### src/rtl/pipe_pkg.sv
// Shared decode/execute definitions: field widths, bundle layout, one-hot bit positions.
// Latency: n/a (types and constants only).
// Backpressure: n/a.
// Imported by decode, the pipe_reg_e register and execute so every stage agrees on the bundle layout.
package pipe_pkg;

    localparam int XLEN  = 64;
    localparam int ALU_W = 28;
    localparam int OPC_W = 12;
    localparam int BR_W  = 6;
    localparam int LS_W  = 11;
    localparam int RD_W  = 5;

    // opcode_info one-hot positions
    localparam int OPC_LUI      = 11;
    localparam int OPC_AUIPC    = 10;
    localparam int OPC_JAL      = 9;
    localparam int OPC_JALR     = 8;
    localparam int OPC_BRANCH   = 7;
    localparam int OPC_LOAD     = 6;
    localparam int OPC_STORE    = 5;
    localparam int OPC_OP_IMM   = 4;
    localparam int OPC_OP       = 3;
    localparam int OPC_OP_IMM_W = 2;
    localparam int OPC_OP_W     = 1;
    localparam int OPC_SYSTEM   = 0;

    // branch_info one-hot positions
    localparam int BR_BEQ  = 5;
    localparam int BR_BNE  = 4;
    localparam int BR_BLT  = 3;
    localparam int BR_BGE  = 2;
    localparam int BR_BLTU = 1;
    localparam int BR_BGEU = 0;

    typedef struct packed {
        logic [ALU_W-1:0] alu_info;
        logic [OPC_W-1:0] opcode_info;
        logic [BR_W-1:0]  branch_info;
        logic [LS_W-1:0]  load_store_info;
        logic [XLEN-1:0]  regdata1;
        logic [XLEN-1:0]  regdata2;
        logic [XLEN-1:0]  imm;
        logic [XLEN-1:0]  pc;
        logic [RD_W-1:0]  rd;
    } e_bundle_t;

    // Occupancy of the main/skid slot pair.
    typedef enum logic [1:0] {
        OCC_EMPTY = 2'd0,
        OCC_ONE   = 2'd1,
        OCC_TWO   = 2'd2
    } occ_e;

endpackage

### src/rtl/pipe_reg_e_if.sv
// Decode -> pipe_reg_e -> execute handshake and bundle bus.
// Latency: n/a (wires only).
// Backpressure: regE_o_ready toward decode, execute_i_ready from execute; flush_i from execute.
// Modports: slave = the pipeline register, master = the decode/execute side driving it.
interface pipe_reg_e_if;
    import pipe_pkg::*;

    logic              decode_i_valid;
    logic              regE_o_ready;
    logic [ALU_W-1:0]  decode_i_alu_info;
    logic [OPC_W-1:0]  decode_i_opcode_info;
    logic [BR_W-1:0]   decode_i_branch_info;
    logic [LS_W-1:0]   decode_i_load_store_info;
    logic [XLEN-1:0]   decode_i_regdata1;
    logic [XLEN-1:0]   decode_i_regdata2;
    logic [XLEN-1:0]   decode_i_imm;
    logic [XLEN-1:0]   decode_i_pc;
    logic [RD_W-1:0]   decode_i_rd;

    logic              regE_o_valid;
    logic              execute_i_ready;
    logic [ALU_W-1:0]  regE_o_alu_info;
    logic [OPC_W-1:0]  regE_o_opcode_info;
    logic [BR_W-1:0]   regE_o_branch_info;
    logic [LS_W-1:0]   regE_o_load_store_info;
    logic [XLEN-1:0]   regE_o_regdata1;
    logic [XLEN-1:0]   regE_o_regdata2;
    logic [XLEN-1:0]   regE_o_imm;
    logic [XLEN-1:0]   regE_o_pc;
    logic [RD_W-1:0]   regE_o_rd;

    logic              flush_i;

    modport slave (
        input  decode_i_valid, decode_i_alu_info, decode_i_opcode_info, decode_i_branch_info,
               decode_i_load_store_info, decode_i_regdata1, decode_i_regdata2, decode_i_imm,
               decode_i_pc, decode_i_rd, execute_i_ready, flush_i,
        output regE_o_ready, regE_o_valid, regE_o_alu_info, regE_o_opcode_info,
               regE_o_branch_info, regE_o_load_store_info, regE_o_regdata1, regE_o_regdata2,
               regE_o_imm, regE_o_pc, regE_o_rd
    );

    modport master (
        output decode_i_valid, decode_i_alu_info, decode_i_opcode_info, decode_i_branch_info,
               decode_i_load_store_info, decode_i_regdata1, decode_i_regdata2, decode_i_imm,
               decode_i_pc, decode_i_rd, execute_i_ready, flush_i,
        input  regE_o_ready, regE_o_valid, regE_o_alu_info, regE_o_opcode_info,
               regE_o_branch_info, regE_o_load_store_info, regE_o_regdata1, regE_o_regdata2,
               regE_o_imm, regE_o_pc, regE_o_rd
    );

endinterface

### src/rtl/skid_slot.sv
// One bundle register plus valid bit; clear wins over load and zeroes the data (bubble).
// Latency: 1 cycle from load to q.
// Backpressure: none; the parent decides when to load or clear.
// Ports: clk, rst_n, load, clear, d (bundle in), q (bundle out), vld.
module skid_slot
    import pipe_pkg::*;
(
    input  logic      clk,
    input  logic      rst_n,
    input  logic      load,
    input  logic      clear,
    input  e_bundle_t d,
    output e_bundle_t q,
    output logic      vld
);

    always_ff @(posedge clk or negedge rst_n) begin
        if (!rst_n) begin
            q   <= '0;
            vld <= 1'b0;
        end else if (clear) begin
            q   <= '0;
            vld <= 1'b0;
        end else if (load) begin
            q   <= d;
            vld <= 1'b1;
        end
    end

endmodule

### src/rtl/pipe_reg_e.sv
// Decode-to-execute pipeline register with a two-entry skid buffer and registered ready.
// Latency: 1 cycle; 1 bundle/cycle throughput while execute_i_ready stays high.
// Backpressure: skid slot absorbs the bundle in flight when execute stalls; ready drops only when both slots are full.
// Ports: clk, rst_n, bus (pipe_reg_e_if.slave: decode_i_* in, regE_o_* out, execute_i_ready, flush_i).
module pipe_reg_e
    import pipe_pkg::*;
(
    input  logic          clk,
    input  logic          rst_n,
    pipe_reg_e_if.slave   bus
);

    occ_e      state;
    occ_e      state_nxt;
    logic      ready_q;
    e_bundle_t din;
    e_bundle_t m_d;
    e_bundle_t m_q;
    e_bundle_t s_q;
    logic      m_vld;
    logic      s_vld;
    logic      m_load, m_clr, s_load, s_clr;
    logic      up, down;

    assign din = '{
        alu_info:        bus.decode_i_alu_info,
        opcode_info:     bus.decode_i_opcode_info,
        branch_info:     bus.decode_i_branch_info,
        load_store_info: bus.decode_i_load_store_info,
        regdata1:        bus.decode_i_regdata1,
        regdata2:        bus.decode_i_regdata2,
        imm:             bus.decode_i_imm,
        pc:              bus.decode_i_pc,
        rd:              bus.decode_i_rd
    };

    assign up   = bus.decode_i_valid & ready_q;
    assign down = m_vld & bus.execute_i_ready;

    always_comb begin
        m_load    = 1'b0;
        m_clr     = 1'b0;
        s_load    = 1'b0;
        s_clr     = 1'b0;
        m_d       = din;
        state_nxt = state;
        if (bus.flush_i) begin
            // Flush beats everything; a bundle offered this cycle is dropped.
            m_clr     = 1'b1;
            s_clr     = 1'b1;
            state_nxt = OCC_EMPTY;
        end else begin
            unique case (state)
                OCC_EMPTY: begin
                    if (up) begin
                        m_load    = 1'b1;
                        state_nxt = OCC_ONE;
                    end
                end
                OCC_ONE: begin
                    if (up && down) begin
                        m_load = 1'b1;
                    end else if (up) begin
                        s_load    = 1'b1;
                        state_nxt = OCC_TWO;
                    end else if (down) begin
                        m_clr     = 1'b1;
                        state_nxt = OCC_EMPTY;
                    end
                end
                OCC_TWO: begin
                    // ready is low here, so only the skid-to-main move can happen.
                    if (down) begin
                        m_load    = 1'b1;
                        m_d       = s_q;
                        s_clr     = 1'b1;
                        state_nxt = OCC_ONE;
                    end
                end
                default: state_nxt = OCC_EMPTY;
            endcase
        end
    end

    always_ff @(posedge clk or negedge rst_n) begin
        if (!rst_n) begin
            state   <= OCC_EMPTY;
            ready_q <= 1'b0;
        end else begin
            state   <= state_nxt;
            ready_q <= (state_nxt != OCC_TWO);
        end
    end

    skid_slot u_main (
        .clk   (clk),
        .rst_n (rst_n),
        .load  (m_load),
        .clear (m_clr),
        .d     (m_d),
        .q     (m_q),
        .vld   (m_vld)
    );

    skid_slot u_skid (
        .clk   (clk),
        .rst_n (rst_n),
        .load  (s_load),
        .clear (s_clr),
        .d     (din),
        .q     (s_q),
        .vld   (s_vld)
    );

    // Main slot zeroes itself whenever invalid, so outputs are bubbles without extra muxing.
    assign bus.regE_o_ready           = ready_q;
    assign bus.regE_o_valid           = m_vld;
    assign bus.regE_o_alu_info        = m_q.alu_info;
    assign bus.regE_o_opcode_info     = m_q.opcode_info;
    assign bus.regE_o_branch_info     = m_q.branch_info;
    assign bus.regE_o_load_store_info = m_q.load_store_info;
    assign bus.regE_o_regdata1        = m_q.regdata1;
    assign bus.regE_o_regdata2        = m_q.regdata2;
    assign bus.regE_o_imm             = m_q.imm;
    assign bus.regE_o_pc              = m_q.pc;
    assign bus.regE_o_rd              = m_q.rd;

`ifndef SYNTHESIS
    a_info_onehot: assert property (@(posedge clk) disable iff (!rst_n)
        (up && !bus.flush_i) |-> ($onehot0(din.alu_info) && $onehot0(din.opcode_info) &&
                                  $onehot0(din.branch_info) && $onehot0(din.load_store_info)));

    a_opc_nonzero: assert property (@(posedge clk) disable iff (!rst_n)
        (up && !bus.flush_i) |-> (din.opcode_info != '0));

    a_occ_consistent: assert property (@(posedge clk) disable iff (!rst_n)
        ((state != OCC_EMPTY) == m_vld) && ((state == OCC_TWO) == s_vld));
`endif

endmodule

### src/flat_wrapper.sv
// flat-port wrapper written by rule: the top's interface ports become plain ports
module pipe_reg_e_flat import pipe_pkg::*;
  (clk, rst_n, bus_decode_i_valid, bus_decode_i_alu_info, bus_decode_i_opcode_info, bus_decode_i_branch_info, bus_decode_i_load_store_info, bus_decode_i_regdata1, bus_decode_i_regdata2, bus_decode_i_imm, bus_decode_i_pc, bus_decode_i_rd, bus_execute_i_ready, bus_flush_i, bus_regE_o_ready, bus_regE_o_valid, bus_regE_o_alu_info, bus_regE_o_opcode_info, bus_regE_o_branch_info, bus_regE_o_load_store_info, bus_regE_o_regdata1, bus_regE_o_regdata2, bus_regE_o_imm, bus_regE_o_pc, bus_regE_o_rd);
  pipe_reg_e_if bus_i ();
  input  logic clk;
  input  logic rst_n;
  input wire logic [$bits(bus_i.decode_i_valid)-1:0] bus_decode_i_valid;
  input wire logic [$bits(bus_i.decode_i_alu_info)-1:0] bus_decode_i_alu_info;
  input wire logic [$bits(bus_i.decode_i_opcode_info)-1:0] bus_decode_i_opcode_info;
  input wire logic [$bits(bus_i.decode_i_branch_info)-1:0] bus_decode_i_branch_info;
  input wire logic [$bits(bus_i.decode_i_load_store_info)-1:0] bus_decode_i_load_store_info;
  input wire logic [$bits(bus_i.decode_i_regdata1)-1:0] bus_decode_i_regdata1;
  input wire logic [$bits(bus_i.decode_i_regdata2)-1:0] bus_decode_i_regdata2;
  input wire logic [$bits(bus_i.decode_i_imm)-1:0] bus_decode_i_imm;
  input wire logic [$bits(bus_i.decode_i_pc)-1:0] bus_decode_i_pc;
  input wire logic [$bits(bus_i.decode_i_rd)-1:0] bus_decode_i_rd;
  input wire logic [$bits(bus_i.execute_i_ready)-1:0] bus_execute_i_ready;
  input wire logic [$bits(bus_i.flush_i)-1:0] bus_flush_i;
  output wire logic [$bits(bus_i.regE_o_ready)-1:0] bus_regE_o_ready;
  output wire logic [$bits(bus_i.regE_o_valid)-1:0] bus_regE_o_valid;
  output wire logic [$bits(bus_i.regE_o_alu_info)-1:0] bus_regE_o_alu_info;
  output wire logic [$bits(bus_i.regE_o_opcode_info)-1:0] bus_regE_o_opcode_info;
  output wire logic [$bits(bus_i.regE_o_branch_info)-1:0] bus_regE_o_branch_info;
  output wire logic [$bits(bus_i.regE_o_load_store_info)-1:0] bus_regE_o_load_store_info;
  output wire logic [$bits(bus_i.regE_o_regdata1)-1:0] bus_regE_o_regdata1;
  output wire logic [$bits(bus_i.regE_o_regdata2)-1:0] bus_regE_o_regdata2;
  output wire logic [$bits(bus_i.regE_o_imm)-1:0] bus_regE_o_imm;
  output wire logic [$bits(bus_i.regE_o_pc)-1:0] bus_regE_o_pc;
  output wire logic [$bits(bus_i.regE_o_rd)-1:0] bus_regE_o_rd;
  assign bus_i.decode_i_valid = bus_decode_i_valid;
  assign bus_i.decode_i_alu_info = bus_decode_i_alu_info;
  assign bus_i.decode_i_opcode_info = bus_decode_i_opcode_info;
  assign bus_i.decode_i_branch_info = bus_decode_i_branch_info;
  assign bus_i.decode_i_load_store_info = bus_decode_i_load_store_info;
  assign bus_i.decode_i_regdata1 = bus_decode_i_regdata1;
  assign bus_i.decode_i_regdata2 = bus_decode_i_regdata2;
  assign bus_i.decode_i_imm = bus_decode_i_imm;
  assign bus_i.decode_i_pc = bus_decode_i_pc;
  assign bus_i.decode_i_rd = bus_decode_i_rd;
  assign bus_i.execute_i_ready = bus_execute_i_ready;
  assign bus_i.flush_i = bus_flush_i;
  assign bus_regE_o_ready = bus_i.regE_o_ready;
  assign bus_regE_o_valid = bus_i.regE_o_valid;
  assign bus_regE_o_alu_info = bus_i.regE_o_alu_info;
  assign bus_regE_o_opcode_info = bus_i.regE_o_opcode_info;
  assign bus_regE_o_branch_info = bus_i.regE_o_branch_info;
  assign bus_regE_o_load_store_info = bus_i.regE_o_load_store_info;
  assign bus_regE_o_regdata1 = bus_i.regE_o_regdata1;
  assign bus_regE_o_regdata2 = bus_i.regE_o_regdata2;
  assign bus_regE_o_imm = bus_i.regE_o_imm;
  assign bus_regE_o_pc = bus_i.regE_o_pc;
  assign bus_regE_o_rd = bus_i.regE_o_rd;
  pipe_reg_e u_core (.clk(clk), .rst_n(rst_n), .bus(bus_i));
endmodule
### config.mk
export PLATFORM = sky130hd
export DESIGN_NAME = pipe_reg_e_flat
export DESIGN_NICKNAME = d
export VERILOG_FILES = /design/src/rtl/pipe_pkg.sv /design/src/rtl/pipe_reg_e_if.sv /design/src/rtl/skid_slot.sv /design/src/rtl/pipe_reg_e.sv /design/src/flat_wrapper.sv
export SDC_FILE = /design/constraint.sdc
export NUM_CORES = 1
export LEC_CHECK = 0
export CAP_MARGIN = 20
export CORE_ASPECT_RATIO = 1.4
export CORE_MARGIN = 5
export CORE_UTILIZATION = 25
export DETAILED_ROUTE_END_ITERATION = 10
export MAX_ROUTING_LAYER = met4
export PLACE_DENSITY = 0.44
export SYNTH_ARGS = -nofsm -noshare
export SYNTH_HDL_FRONTEND = slang
export SYNTH_HIERARCHICAL = 1
export SYNTH_SLANG_ARGS = --single-unit
### constraint.sdc
create_clock -name clk -period 2.95 [get_ports clk]
set_input_delay 0.295 -clock clk [delete_from_list [all_inputs] [get_ports clk]]
set_output_delay 0.295 -clock clk [all_outputs]
set_load 0.02 [all_outputs]
==> metrics.cfg, run 1 <==
[die]
io_pins = 643
row_count = 152
core_area_um2 = 122000
die_x_um = 306
die_area_um2 = 130000
die_h_um = 424
start_util_pct = 25.1

[logic_synthesis]
netlist_instances = 2427
synth.avg_cell_area_um2 = 12.6
synth_nets = 2750
yosysWarningCount = 6
syn_area_um2 = 30600

[cells_and_area]
drive_gt1_share_pct = 16.3
nets = 3381
stdcell_area_um2 = 41000
area_growth_pct = 34.0
final_util_pct = 33.6

[pwr]
totalPowerFinal_mw = 22.1
vdd_drop_max_v = 0.000363
intPower_mw = 16.3
seqPwrFrac_pct = 42.6
power_frac_clock_pct = 42.0
power.leakage_nw = 17.0
pwr-share-comb_pct = 15.4
netSwitchingFraction_pct = 26.3
power_density_nw_per_um2 = 539
p_switching_mw = 5.81

[cts]
clkSinkCount = 640
h-tree-depth = 3
cts_buffers = 76
ctsLongestPathBuffers = 3
cts_setup_buffers = 0
clk_latency_ps = 640
clkSlewWorstSetupHoldPaths_ps = 60
cts-root-buf = clkbuf_16
cts_tree = built

[worst_setup_path]
worstSetupStartpointType = register
crit_family = simple AND/OR/NAND/NOR gates
worst_ep_arrival_time_ps = 2910
crit_buf_inv = 2
cp_cell_sequence = nand4b_2 -> nor2_4 -> buf_12 -> buf_4 -> mux2_1 -> mux2i_1 -> nor2_1
worst-setup-path-type = reg2reg
crit_slowest_cell = dfrtp_1
crit_fanout = 50
worst_setup_path_end_kind = register
worst_path_largest_cell_delay_ps = 450
cp_data_required_time_ps = 3450

[global_routing]
grt_start_max_net_pins = 100
grt_overflow = 0
first_global_vias = 22529
grt_pass1_wl_mm = 150
antenna_found_initial = 24
grt_use_total_pct = 15.4

[route]
wl_per_cell_um = 21.1
routed_wl_mm = 99.9
first_pass_iters = 5
viasPerCell = 4.35
drtIter0Drc = 840
ant_nets = 0
vias = 20650
post-route-drc-count = 0

[sta]
fin_crit_ps = 2410
setup_viol = 0
finalSetupTns_ps = 0
hold_viol_final = 0
tightestPinTransition_ps = 737
finClkSkew_ps = 25.7
period_share_pct = 81.6
max_freq_mhz = 416
slew_headroom_pct = 50.9
rsz0062_at_grt = false
hold_slack_ps = 290
final-max-slew-violation-count = 0

[place]
io_buffers = 642
gp_congestion = 0.784
dp_hpwl_mm = 70.1
dpl_cell_area_um2 = 38600

[run]
maxCapViolations = 0

[hold_path]
min_path_type = in2reg

[run_status]
status = finished clean

[worst reg2reg max path: cells and delay by family (launching register included)]
kind                   cells  cell delay (ps)
muxes                      2              460
and+or+nand+nor            3              700
buffers and inverters      2              680
DFF                        1              450
[power by group through the flow]
stage | clock network [mW] | logic, mW | registers, mW
floorplan | 0 | 1.50 | 9.81
global placement | 0 | 3.43 | 9.57
detailed placement | 0 | 3.47 | 9.58
CTS | 9.73 | 3.48 | 9.42
global route | 10.0 | 3.67 | 9.46
finish | 9.29 | 3.40 | 9.42
[final cells by class]
cell class | count | area (um^2)
repair buffers | 730 | 7680
diodes | 23 | 57.6
fillers | 12190 | 81100
clock buffers | 110 | 2190
inverters | 1 | 3.75
clock inverters | 13 | 215
well taps | 1617 | 2020
multi-input cells | 1609 | 12800
flip-flops and latches | 640 | 16000
[what timing repair did]
item                      4_1_cts  5_1_grt
hold endpoints to repair       53        0
hold buffers                    1        0
resized for setup               0        0
[stage by stage]
step | instances | worst slack, ps
after floorplan | 2427 | 1040
after detailed placement | 4596 | 233
after global routing | 4743 | 404
final | 4743 | 544
after CTS | 4720 | 516
after global placement | 4596 | 287
[registers in the layout, indices dropped and copies added, names as in the netlist]
signal and cells:
u_core/u_main/q 318, u_core/u_skid/q 318, u_core/state 2, u_core/bus.regE_o_ready 1
u_core/u_main/vld 1
[per-layer routing]
metal	up-vias	track usage [%]	routed length [um]
met1	10385	17.8	40500
met5	-	-	0
li1	9580	-	-
met2	574	26.0	50100
met3	111	4.32	6710
met4	0	5.06	2590
[layout by cell type (no fill, tap or decap), types with 2 or more instances in the layout]
cell type	count
buf_12	47
buf_4	40
bufinv_16	4
clkbuf_1	19
clkbuf_16	77
clkbuf_8	14
clkdlybuf4s50_1	641
clkinv_2	3
dfrtp_1	640
diode_2	23
inv_6	2
mux2_1	9
mux2_2	218
mux2_4	91
mux2i_1	636
nand2_1	2
nand4b_1	2
nor2_1	639
[worst paths after layout]
kind,end,from,cells past startpoint,slack [ps]
min reg2reg,u_core/u_skid/q[175],u_core/u_skid/q[175],2,510
min in group asynchronous,u_core/u_skid/q[159],rst_n,2,320
min,u_core/u_skid/q[26],bus_decode_i_pc[21],3,290
max,u_core/u_main/q[286],u_core/state[0],7,540
max in group asynchronous,u_core/u_skid/q[60],rst_n,3,1580
max reg2reg,u_core/u_main/q[286],u_core/state[0],7,540
No activity file was read; power rests on OpenSTA's default activity.
==> inputs of run 2 (changes only) <==
- PLACE_DENSITY: 0.44 -> 0.46
- clock period: 2.95 -> 2.2 ns (I/O delays scaled with it)
==> run 2 against run 1 <==
  * Clock skew shrank 5.5 ps
  * Count of clock-buffer cells in the layout shrank 4
  * Via count is essentially flat
  * Largest power group unchanged
  * Total power grew 35%
  * Worst setup slack lost 390 ps
==> metrics.cfg, run 2 (synthesis results as in run 1) <==
[cts]
cts_tree = built  ; unchanged
clkSinkCount = 640  ; unchanged
ctsLongestPathBuffers = 3  ; unchanged
cts-root-buf = clkbuf_16  ; unchanged
clkSlewWorstSetupHoldPaths_ps = 60  ; about the same
h-tree-depth = 3  ; unchanged
clk_latency_ps = 640  ; about the same
cts_buffers = 72  ; was 76

[hold_path]
min_path_type = in2async  ; was in2reg

[cells_and_area]
top_regs = u_core/u_main/q x318, u_core/u_skid/q x318, u_core/state x2  ; unchanged
nets = 3443  ; was 3,381
final_common_cell = clkdlybuf4s50_1  ; unchanged
layout.cells.most_common_list = clkdlybuf4s50_1, nor2_1, dfrtp_1  ; was clkdlybuf4s50_1, dfrtp_1, nor2_1
drive_gt1_share_pct = 18.3  ; was 16.3%
fillers = 12306  ; was 12,190
area_growth_pct = 37.0  ; was 34.0%
fin_cells = 4804  ; was 4,743
final_util_pct = 34.4  ; was 33.6%

[place]
gp_congestion = 0.764  ; was 0.784
dp_cells = 4660  ; was 4,596
io_buffers = 642  ; unchanged
dp_hpwl_mm = 72.5  ; was 70.1 mm

[global_routing]
grt_pass1_wl_mm = 151  ; was 150 mm
antenna_found_initial = 14  ; was 24
grt_use_total_pct = 15.6  ; was 15.4%
grt_start_max_net_pins = 69  ; was 100
grt_overflow = 0  ; unchanged
first_global_vias = 22180  ; was 22,529

[sta]
final-max-slew-violation-count = 0  ; unchanged
tightestPinTransition_ps = 777  ; was 737 ps
finClkSkew_ps = 20.2  ; was 25.7 ps
fin_crit_ps = 2050  ; was 2410 ps
setup_viol = 0  ; unchanged
rsz0062_at_grt = false  ; unchanged
hold_viol_final = 0  ; unchanged
period_share_pct = 93.2  ; was 81.6%
slew_headroom_pct = 48.0  ; was 50.9%
max_freq_mhz = 488  ; was 416 MHz

[route]
routed_wl_mm = 101  ; was 99.9 mm
drtIter0Drc = 880  ; was 840
viasPerCell = 4.30  ; was 4.35
ant_nets = 0  ; unchanged
post-route-drc-count = 0  ; unchanged
first_pass_iters = 5  ; unchanged
vias = 20637  ; was 20,650
wl_per_cell_um = 21.0  ; was 21.1 um

[worst_setup_path]
rr_worst_depth = 7  ; unchanged
worstSetupStartpointType = register  ; unchanged
worst_setup_path_end_kind = register  ; unchanged
crit_fanout = 17  ; was 50
worst-setup-path-type = reg2reg  ; unchanged
worst_path_largest_cell_delay_ps = 450  ; about the same
path_common_cell = buf_12
worst_ep_arrival_time_ps = 2580  ; was 2910 ps
crit_buf_inv = 3  ; was 2
cp_cell_sequence = nand4b_1 -> nor3b_4 -> buf_4 -> buf_12 -> buf_12 -> mux2i_1 -> nor2_1  ; was nand4b_2 -> nor2_4 -> buf_12 -> buf_4 -> mux2_1 -> mux2i_1 -> nor2_1
crit_slowest_cell = dfrtp_2  ; was dfrtp_1
crit_family = simple AND/OR/NAND/NOR gates  ; unchanged
critical_path_cell_count = 7  ; unchanged
cp_data_required_time_ps = 2730  ; was 3450 ps

[die]
die_x_um = 306  ; unchanged
die_h_um = 424  ; unchanged
row_count = 152  ; unchanged
start_util_pct = 25.1  ; unchanged
core_area_um2 = 122000  ; unchanged
die_area_um2 = 130000  ; unchanged
io_pins = 643  ; unchanged

[pwr]
power_density_nw_per_um2 = 713  ; was 539 nW/um^2
power.leakage_nw = 17.5  ; was 17.0 nW
totalPowerFinal_mw = 29.9  ; was 22.1 mW
vdd_drop_max_v = 0.000519  ; was 0.000363 V

[run_status]
status = finished clean  ; unchanged

[run]
maxCapViolations = 0  ; unchanged

-- run 2: where the power goes --
| part | internal (mW) | switching (mW) | total (mW) |
|---|---|---|---|
| sequential | 12.3 | 0.350 | 12.6 |
| clock | 7.26 | 5.27 | 12.5 |
| combinational | 2.41 | 2.37 | 4.78 |
| total | 21.9 | 7.99 | 29.9 |
-- run 2: metrics by stage --
stage | TNS (ps) | hold slack, ps | area [um^2] | setup WS, ps
after detailed placement | -111150 | 87.6 | 39400 | -305
after global routing | 0 | 177 | 42000 | 10.1
after CTS | 0 | 138 | 41900 | 73.2
final | 0 | 216 | 42000 | 150
after global placement | -99820 | 88.3 | 39400 | -278
after floorplan | 0 | -75.6 | 30600 | 291
-- run 2: final cells by class --
cell class,instances,area (um^2),share of cell area [%]
antenna,14,35.0,0.0835
clock buffer,106,2140,5.10
clock inverter,21,272,0.647
inverter,1,3.75,0.00895
multi-input combinational,1609,12900,30.6
sequential,640,16000,38.2
tap,1617,2020,4.82
timing repair buffer,796,8620,20.5
-- run 2: metal layers --
layer  GRT usage [%]  wire (um)
met3            3.44       5660
met1            18.4      41600
met5               -          0
met2            26.5      50800
met4            5.27       2840
-- run 2: timing repair --
action	in CTS	in global routing
hold buffers	2	0
setup endpoints to repair	0	62
resized for setup	0	11
setup buffers	0	1
endpoints found under the hold margin	443	0
-- run 2: worst min-delay path, stage by stage --
cell and delay (ps):
dlygate4sd3_1 560, buf_8 180, buf_12 210
-- run 2: worst paths after layout --
check	from	endpoint	slack, ps
worst max-delay path	u_core/state[1]	u_core/u_skid/q[148]	150
worst max register to register	u_core/state[1]	u_core/u_skid/q[148]	150
worst min register to register	u_core/u_skid/q[101]	u_core/u_skid/q[101]	510
max in group asynchronous	rst_n	u_core/u_main/q[219]	810
min in group clk	bus_decode_i_imm[26]	u_core/u_skid/q[95]	220
worst min-delay path	rst_n	u_core/u_skid/q[227]	220
==> inputs of run 3 (changes only) <==
--- a/constraint.sdc
+++ b/constraint.sdc
@@ -3,2 +3,2 @@
 set_output_delay 0.22 -clock clk [all_outputs]
-set_load 0.02 [all_outputs]
+set_load 0.01 [all_outputs]
==> results of run 3 <==
Same layout as run 2 (identical final DEF). Status: finished clean.
Main changes from that run: total power 29.9 mW -> 29.6 mW; worst IR drop on VDD 0.000519 V -> 0.000515 V
